`config.mk`:
```
export PLATFORM = sky130hd
export DESIGN_NAME = mem_trace_issuer
export DESIGN_NICKNAME = d
export VERILOG_FILES = /design/src/rtl/mem_trace_pkg.sv /design/src/rtl/source_id_allocator.sv /design/src/rtl/mem_trace_issuer.sv
export SDC_FILE = /design/constraint.sdc
export NUM_CORES = 1
export LEC_CHECK = 0
export CORE_MARGIN = 2
export CORE_UTILIZATION = 37
export CTS_BUF_LIST = sky130_fd_sc_hd__clkbuf_4
export DETAILED_ROUTE_END_ITERATION = 12
export HOLD_SLACK_MARGIN = 0.06
export PLACE_DENSITY = 0.79
export SLEW_MARGIN = 20
export SYNTH_ARGS = -nofsm -noshare
export SYNTH_HDL_FRONTEND = slang
export SYNTH_HIERARCHICAL = 1
export SYNTH_SLANG_ARGS = --single-unit
```
`constraint.sdc`:
```
create_clock -name clock -period 6.4 [get_ports clock]
set_input_delay 0.64 -clock clock [delete_from_list [all_inputs] [get_ports clock]]
set_output_delay 0.64 -clock clock [all_outputs]
set_load 0.02 [all_outputs]
```
`src/rtl/mem_trace_pkg.sv`:
```
// rtl/mem_trace_pkg.sv - shared types and width helpers for the memory-trace issuer
package mem_trace_pkg;

  localparam int TRACE_DATA_W = 64;

  typedef enum logic [1:0] {IDLE, ISSUE, DRAIN, DONE} state_t;

  function automatic int idx_w(input int n);
    return (n > 1) ? $clog2(n) : 1;
  endfunction

endpackage

```
`src/rtl/source_id_allocator.sv`:
```
// rtl/source_id_allocator.sv - source ID free bitmap, lowest-free grant and outstanding count
module source_id_allocator
  import mem_trace_pkg::*;
#(
  parameter int NUM_SOURCES = 8,
  localparam int SW = idx_w(NUM_SOURCES)
) (
  input  logic          clock,
  input  logic          reset,
  input  logic          alloc,
  input  logic [SW-1:0] alloc_id,
  input  logic          free_valid,
  input  logic [SW-1:0] free_id,
  output logic          grant_valid,
  output logic [SW-1:0] grant_id,
  output logic [SW:0]   inflight,
  output logic          err_spurious
);

  logic [NUM_SOURCES-1:0] busy;
  logic [NUM_SOURCES-1:0] busy_next;
  logic                   free_ok;

  // Grant looks only at the registered bitmap, so an ID freed this cycle waits one cycle.
  assign free_ok     = free_valid && busy[free_id];
  assign grant_valid = ~&busy;

  always_comb begin
    grant_id = '0;
    for (int i = NUM_SOURCES - 1; i >= 0; i--) begin
      if (!busy[i]) grant_id = i[SW-1:0];
    end
    busy_next = busy;
    if (alloc)   busy_next[alloc_id] = 1'b1;
    if (free_ok) busy_next[free_id]  = 1'b0;
  end

  always_ff @(posedge clock or posedge reset) begin
    if (reset) begin
      busy         <= '0;
      inflight     <= '0;
      err_spurious <= 1'b0;
    end else begin
      busy <= busy_next;
      if (free_valid && !busy[free_id]) err_spurious <= 1'b1;
      case ({alloc, free_ok})
        2'b10:   inflight <= inflight + 1'b1;
        2'b01:   inflight <= inflight - 1'b1;
        default: ;
      endcase
    end
  end

endmodule

```
`src/rtl/mem_trace_issuer.sv`:
```
// rtl/mem_trace_issuer.sv - serializes per-thread trace vectors into tagged single-lane requests
module mem_trace_issuer
  import mem_trace_pkg::*;
#(
  parameter int NUM_THREADS = 4,
  parameter int ADDR_W      = 32,
  parameter int NUM_SOURCES = 8
) (
  input  logic                                clock,
  input  logic                                reset,
  output logic                                trace_read_ready,
  input  logic [NUM_THREADS-1:0]              trace_read_valid,
  input  logic [TRACE_DATA_W*NUM_THREADS-1:0] trace_read_address,
  input  logic                                trace_read_finished,
  output logic                                req_valid,
  input  logic                                req_ready,
  output logic [ADDR_W-1:0]                   req_addr,
  output logic [idx_w(NUM_THREADS)-1:0]       req_tid,
  output logic [idx_w(NUM_SOURCES)-1:0]       req_source,
  input  logic                                resp_valid,
  input  logic [idx_w(NUM_SOURCES)-1:0]       resp_source,
  output logic [idx_w(NUM_SOURCES):0]         inflight,
  output logic                                done,
  output logic                                err_spurious
);

  localparam int TW = idx_w(NUM_THREADS);
  localparam int SW = idx_w(NUM_SOURCES);

  state_t                 state;
  logic [NUM_THREADS-1:0] pending;
  logic [ADDR_W-1:0]      addr_q [NUM_THREADS];
  logic [TW-1:0]          lane;
  logic                   hold;
  logic [SW-1:0]          held_src;
  logic                   grant_valid;
  logic [SW-1:0]          grant_id;
  logic                   fire;
  logic                   unused_addr_bits;

  assign unused_addr_bits = ^trace_read_address;

  always_comb begin
    lane = '0;
    for (int g = NUM_THREADS - 1; g >= 0; g--) begin
      if (pending[g]) lane = g[TW-1:0];
    end
  end

  // A stalled offer keeps its source even if a lower ID frees up meanwhile.
  assign req_source       = hold ? held_src : grant_id;
  assign req_valid        = (state == ISSUE) && (hold || grant_valid);
  assign req_tid          = lane;
  assign req_addr         = addr_q[lane];
  assign fire             = req_valid && req_ready;
  assign trace_read_ready = (state == IDLE);
  assign done             = (state == DONE);

  source_id_allocator #(.NUM_SOURCES(NUM_SOURCES)) u_alloc (
    .clock        (clock),
    .reset        (reset),
    .alloc        (fire),
    .alloc_id     (req_source),
    .free_valid   (resp_valid),
    .free_id      (resp_source),
    .grant_valid  (grant_valid),
    .grant_id     (grant_id),
    .inflight     (inflight),
    .err_spurious (err_spurious)
  );

  always_ff @(posedge clock or posedge reset) begin
    if (reset) begin
      state    <= IDLE;
      pending  <= '0;
      hold     <= 1'b0;
      held_src <= '0;
      for (int g = 0; g < NUM_THREADS; g++) addr_q[g] <= '0;
    end else begin
      hold     <= req_valid && !req_ready;
      held_src <= req_source;
      case (state)
        IDLE: begin
          if (|trace_read_valid) begin
            pending <= trace_read_valid;
            for (int g = 0; g < NUM_THREADS; g++)
              addr_q[g] <= trace_read_address[TRACE_DATA_W*g +: ADDR_W];
            state <= ISSUE;
          end else if (trace_read_finished) begin
            state <= DRAIN;
          end
        end
        ISSUE: begin
          if (fire) begin
            pending[lane] <= 1'b0;
            if ((pending & ~(NUM_THREADS'(1) << lane)) == '0) state <= IDLE;
          end
        end
        DRAIN:   if (inflight == '0) state <= DONE;
        DONE:    ;
        default: state <= IDLE;
      endcase
    end
  end

endmodule
```
Word-level counts from Yosys, hierarchy flattened
Index checks and enable logic that the tools add are counted.
Word-level totals
  logic and storage cells: 98
  output and inout bits: 45
  input bits: 268
  bits in registers: 151
Operators by class
  bitwise logic cells: 8
  shift-type cells: 1
  add/subtract/negate cells: 2
  equality and inequality tests: 10
  magnitude comparators: 7
  reductions and logical operators: 23
  muxes and demuxes: 36
Operators with widths (count)
  binary-select mux 32 bit (select 2 bit): 1
  two-way mux 32 bit: 2
  two-way mux 3 bit: 9
  two-way mux 2 bit: 9
  two-way mux 8 bit: 2
  one-hot mux 4 bit (2 select lines): 2
  AND 4 bit: 2
  AND 8 bit: 1
  logical AND 1 bit: 8
  zero test 4 bit: 2
  < comparator 3 x 4 -> 1 bit (second input constant): 2
  two-way mux 4 bit: 2
  inverter 4 bit: 2
  inverter 8 bit: 1
  OR 8 bit: 1
  AND reduction 8 bit: 1
  demux 1 bit (select 3 bit): 2
  equality test 2 bit (second input constant): 3
  >= comparator 3 x 1 -> 1 bit (second input constant): 2
  != test 2 x 1 -> 1 bit (second input constant): 3
  one-hot mux 2 bit (3 select lines): 1
  AND reduction 5 bit: 1
  adder 4 x 1 -> 4 bit (second input constant): 1
  equality test 2 x 1 -> 1 bit (second input constant): 2
  other kinds (19): 25

Depth between registers and ports, before layout
  word-level depth: 17
  mapped depth: 13
  gate-level depth less buffers: 13

Modules after synthesis
The synthesis kept the hierarchy.
Modules (own cells, without submodules)
  mem_trace_issuer: times used 1, area each 7231.9 um2, cells an instance 666, sequential area each 3453.3 um2
  source_id_allocator: times used 1, area each 802.0 um2, cells an instance 80, sequential area each 325.3 um2

Worst setup path after synthesis
No wires, ideal clock.
  kind: input to register
  start: input port resp_source[0]
  end: register u_alloc.inflight[2]
  cell stages on the path: 11
  slack: 3.701 ns
  library setup time: 0.134 ns
  arrival time: 2.565 ns
  buffers on the path: 1
  required time: 6.266 ns
  cells stage by stage: buf_6 -> mux2i_1 -> mux4_2 -> and2b_1 -> ha_1 -> xor2_1 -> ha_1 -> a21oi_1 -> xor2_1 -> nor2_1 -> xor2_1
On the way
  cells in the longest elaborated chain, start to end: 5
  elaborated cells between the ends (all ways): 7
  those cells by class: eq/ne: 2; mux: 3; reduce/logical: 2
Ends and longest elaborated chain
  start: declaration: RTL line mem_trace_issuer.sv:21  | input logic [idx_w(NUM_SOURCES)-1:0] resp_source,
  binary-select mux 1 bit (select 3 bit) *: RTL line source_id_allocator.sv:25  | assign free_ok = free_valid && busy[free_id];
  two-way mux 1 bit (implied by the code) *: RTL line source_id_allocator.sv:25
  logical AND 1 bit *: RTL line source_id_allocator.sv:25
  equality test 2 x 1 -> 1 bit / equality test 2 bit (equally long branches): RTL line source_id_allocator.sv:46  | case ({alloc, free_ok})
  one-hot mux 4 bit (2 select lines) / nonzero test 2 bit (equally long branches)
  end signal: assignment: RTL line source_id_allocator.sv:47  | 2'b10: inflight <= inflight + 1'b1;
  end signal: assignment: RTL line source_id_allocator.sv:48  | 2'b01: inflight <= inflight - 1'b1;
  end: declaration: RTL line source_id_allocator.sv:16  | output logic [SW:0] inflight,
Mark *: on every way between the ends. The rest lies on a longest branch, timed or not. The select of a mux whose other input is x is not followed.
A chain may end at the register's enable or synchronous reset.

Final worst setup path
  start: register pending[2]
  end: output port req_addr[15]
On the way
  cells in the longest elaborated chain, start to end: 7
Ends and longest elaborated chain
  start: declaration: RTL line mem_trace_issuer.sv:31  | logic [NUM_THREADS-1:0] pending;
  start signal: assignment: RTL line mem_trace_issuer.sv:85  | pending <= trace_read_valid;
  two-way mux 2 bit (3 in a row): RTL line mem_trace_issuer.sv:46  | if (pending[g]) lane = g[TW-1:0];
  inverter 2 -> 3 bit (implied by the code): RTL line mem_trace_issuer.sv:54  | assign req_addr = addr_q[lane];
  binary-select mux 32 bit (select 2 bit): RTL line mem_trace_issuer.sv:54
  two-way mux 32 bit (implied by the code) (2 in a row): RTL line mem_trace_issuer.sv:54
  end: declaration: RTL line mem_trace_issuer.sv:17  | output logic [ADDR_W-1:0] req_addr,
No other way between the ends. The select of a mux whose other input is x is not followed.

==> impl_metrics.env <==
export IMPL_yosys_area_share_simple_pct=4.78
export IMPL_worst_hold_path_type="reg2reg"
export IMPL_place_gp_congestion=0.839
export IMPL_layoutNonFillerInstCount=1185
export IMPL_fin_crit_sh_pct=64.7
export IMPL_vdd_drop_max_mv=0.316
export IMPL_stdcell_area_um2=10300
export IMPL_ys_top_cells_by_count="dfrtp_1 (151), mux2_1 (109), inv_1 (76), a21oi_1 (67)"
export IMPL_grt_total_usage_pct=19.2
export IMPL_synthCells=746
export IMPL_rsz0062_at_grt="no"
export IMPL_start_kind="register"
export IMPL_dp_cells=1152
export IMPL_synth_area_um2=8030
export IMPL_syn_nets=1021
export IMPL_grt_start_max_net_pins=89
export IMPL_synth_top_area_cell="dfrtp_1"
export IMPL_yosysMostFrequentCell="dfrtp_1"
export IMPL_htree_levels=4
export IMPL_end_kind="output port"
export IMPL_synthArstFlopShare_pct=100
export IMPL_critical_path_top_delay_family="buffers and inverters"
export IMPL_crit_slowest_cell="dfrtp_2"
export IMPL_ys_ff_latch=151
export IMPL_clk_path_buf_depth=2
export IMPL_clkLatencyLatePin_ns=0.56
export IMPL_drc=0
export IMPL_vias_per_cell=5.48
export IMPL_critPathBufInv=3
export IMPL_io_buffers=184
export IMPL_hold_viol_final=0
export IMPL_cts_tree="done"
export IMPL_dieArea_um2=22900
export IMPL_muxShareOfSynthArea_pct=19.7
export IMPL_start_util_pct=38.0
export IMPL_fin_crit_ns=4.14
export IMPL_fp_dieH_um=151
export IMPL_postCtsHoldBufs=0
export IMPL_synth_fa_ha_area_share_pct=1.21
export IMPL_dr_pass1_iters=4
export IMPL_crit_type="reg2out"
export IMPL_maxSlewViolCount=0
export IMPL_wl_mm=21.5
export IMPL_clk_root_buffer_cell="clkbuf_4"
export IMPL_tightestPinTransition_ns=1.03
export IMPL_ys_types=45
export IMPL_synth_edf_count=0
export IMPL_synth_main_ff_cell="dfrtp_1"
export IMPL_max_cap_viol_count=0
export IMPL_post_drt_wl_per_cell_um=18.2
export IMPL_vias=6491
export IMPL_grt_antenna_before_repair=1
export IMPL_status="completed"
export IMPL_synth_top_family_by_area="compound AO/OA/AOI/OAI gates"
export IMPL_drt_antenna_violating_nets=0
export IMPL_postCtsSetupRepairBufs=0
export IMPL_grt_pass1_wl_mm=34.1
export IMPL_fin_nets=1171
export IMPL_setup_tns_ns=0
export IMPL_placed_area_um2=10100
export IMPL_p_leak_nw=4.32
export IMPL_ys_seq_area_share_pct=47.0
export IMPL_yosysTopAreaCellShare_pct=47.0
export IMPL_syn2layout_area_growth_pct=28.5
export IMPL_grt_pass1_vias=6348
export IMPL_worst_ep_required_time_ns=5.76
export IMPL_ys_warn_count=6
export IMPL_synth_area_leaders="dfrtp_1 (47%), mux2_1 (15%), a21oi_1 (4.2%), inv_1 (3.6%), a2bb2oi_1 (3.5%)"
export IMPL_cp_arrival_ns=3.50
export IMPL_cts_made_buffers=17
export IMPL_clk_pin_slew_ns=0.16
export IMPL_setup_viol=0
export IMPL_post_route_cells_drive_above_1_share_pct=8.25
export IMPL_drtIter0Drc=395
export IMPL_core_um2=21200
export IMPL_cts_sink_count=151
export IMPL_cts_resized_gates=0
export IMPL_syn_avg_cell_area_um2=10.8
export IMPL_cp_slowest_stage_delay_ns=1.02
export IMPL_synth_compound_gate_area_share_pct=20.1
export IMPL_slew_limit_headroom_pct=31.1
export IMPL_die_width_um=151
export IMPL_fp_row_count=53
export IMPL_synth_xor_area_share_pct=0.545
export IMPL_fmaxAchievable_mhz=241
export IMPL_p_per_area_nw_per_um2=549
export IMPL_dp_hpwl_mm=14.0
export IMPL_fin_skew_ns=0.0297
export IMPL_io_pins=313
export IMPL_overflow=0
export IMPL_cp_cell_sequence="inv_1 > buf_4 > a21oi_1 > clkdlybuf4s50_1"
export IMPL_cp_max_fo=38
## registers in the layout (all words and copies together) (netlist names)
signal and cells:
addr_q 128, u_alloc/busy 8, pending 4, u_alloc/inflight 4, held_src 3, state 2
hold 1, u_alloc/err_spurious 1
## where the power goes
| part | internal, mW | switching [mW] | leakage (nW) |
|---|---|---|---|
| Sequential | 1.44 | 0.460 | 1.77 |
| Combinational | 1.59 | 1.60 | 2.41 |
| Clock | 0.202 | 0.388 | 0.145 |
## stage by stage
stage / worst slack, ns / hold slack [ns] / utilization (%) / power [mW]
final: 2.26 / 0.485 / 48.8 / 5.67
after global routing: 2.08 / 0.515 / 48.8 / 6.10
after CTS: 2.22 / 0.485 / 48.8 / 5.72
after detailed placement: 2.87 / 0.452 / 47.5 / 5.11
after global placement: 2.89 / 0.447 / 47.5 / 5.01
after floorplan: 2.06 / 0.465 / - / 4.00
## placed cells by master (no fill, tap or decap), types with 3 or more instances in the layout
master,count
dfrtp_1,147
o22a_1,32
ha_1,7
o22ai_1,33
mux2i_1,6
xor2_1,3
o21ai_1,3
inv_1,75
a31oi_1,9
inv_6,6
mux2_2,24
nand2b_1,3
a221oi_1,31
buf_4,7
a21oi_1,67
mux2_1,109
nor2b_1,3
clkdlybuf4s50_1,184
nand2_1,14
o21ai_0,5
clkbuf_4,17
o32a_1,4
nor2_1,39
a2bb2oi_1,32
nor3_1,7
## final timing paths
check	start	endpoint	depth (start not counted)	slack (ns)
max	pending[2]$_DFFE_PP0P_	req_addr[15]	4	2.26
max reg2reg	state[1]$_DFFE_PP0P_	u_alloc/inflight[2]$_DFFE_PP0P_	12	3.80
min reg2reg	u_alloc/err_spurious$_DFFE_PP0P_	u_alloc/err_spurious$_DFFE_PP0P_	1	0.49
min	u_alloc/err_spurious$_DFFE_PP0P_	u_alloc/err_spurious$_DFFE_PP0P_	1	0.49
min in group asynchronous	reset	u_alloc/inflight[0]$_DFFE_PP0P_	2	0.55
max in group asynchronous	reset	pending[1]$_DFFE_PP0P_	3	4.55
## layer usage
metal	GRT usage [%]	up-vias	share of wire (%)	wire length (µm)
met5	0	-	0	0
met4	6.17	0	2.5	537
met3	4.97	37	6.5	1390
met2	30.3	209	47	10100
met1	25.8	3206	44	9510
li1	-	3039	-	-
## kinds of logic (layout without fill, tap and decap cells)
group	after synthesis	after routing
and+or+nand+nor	78	78
buffers and inverters	136	299
xor gates and xnor gates	5	5
AOI/OAI and AO/OA	228	228
adders and majority gates	8	8
other	0	1
muxes	140	140
DFF	151	151
## area by class of cell
type                            instances  area (µm²)
Sequential cell                       151        3790
Timing Repair Buffer                  191        1890
Antenna cell                            1        2.50
Multi-Input combinational cell        459        3740
Clock inverter                         15         143
Clock buffer                           17         128
Fill cell                            1881       10800
Inverter                               76         290
Tap cell                              275         344
## worst register-to-register path, delay by kind of cell, from the launching register on
family / cells / cell delay (ns)
AO/OA/AOI/OAI: 2 / 0.38
XOR/XNOR: 3 / 0.47
adder cells (fa/ha/maj): 3 / 0.82
AND/OR/NAND/NOR: 2 / 0.22
buffers and inverters: 2 / 0.16
flip-flops: 1 / 0.44
(Power assumes the default switching activity.)
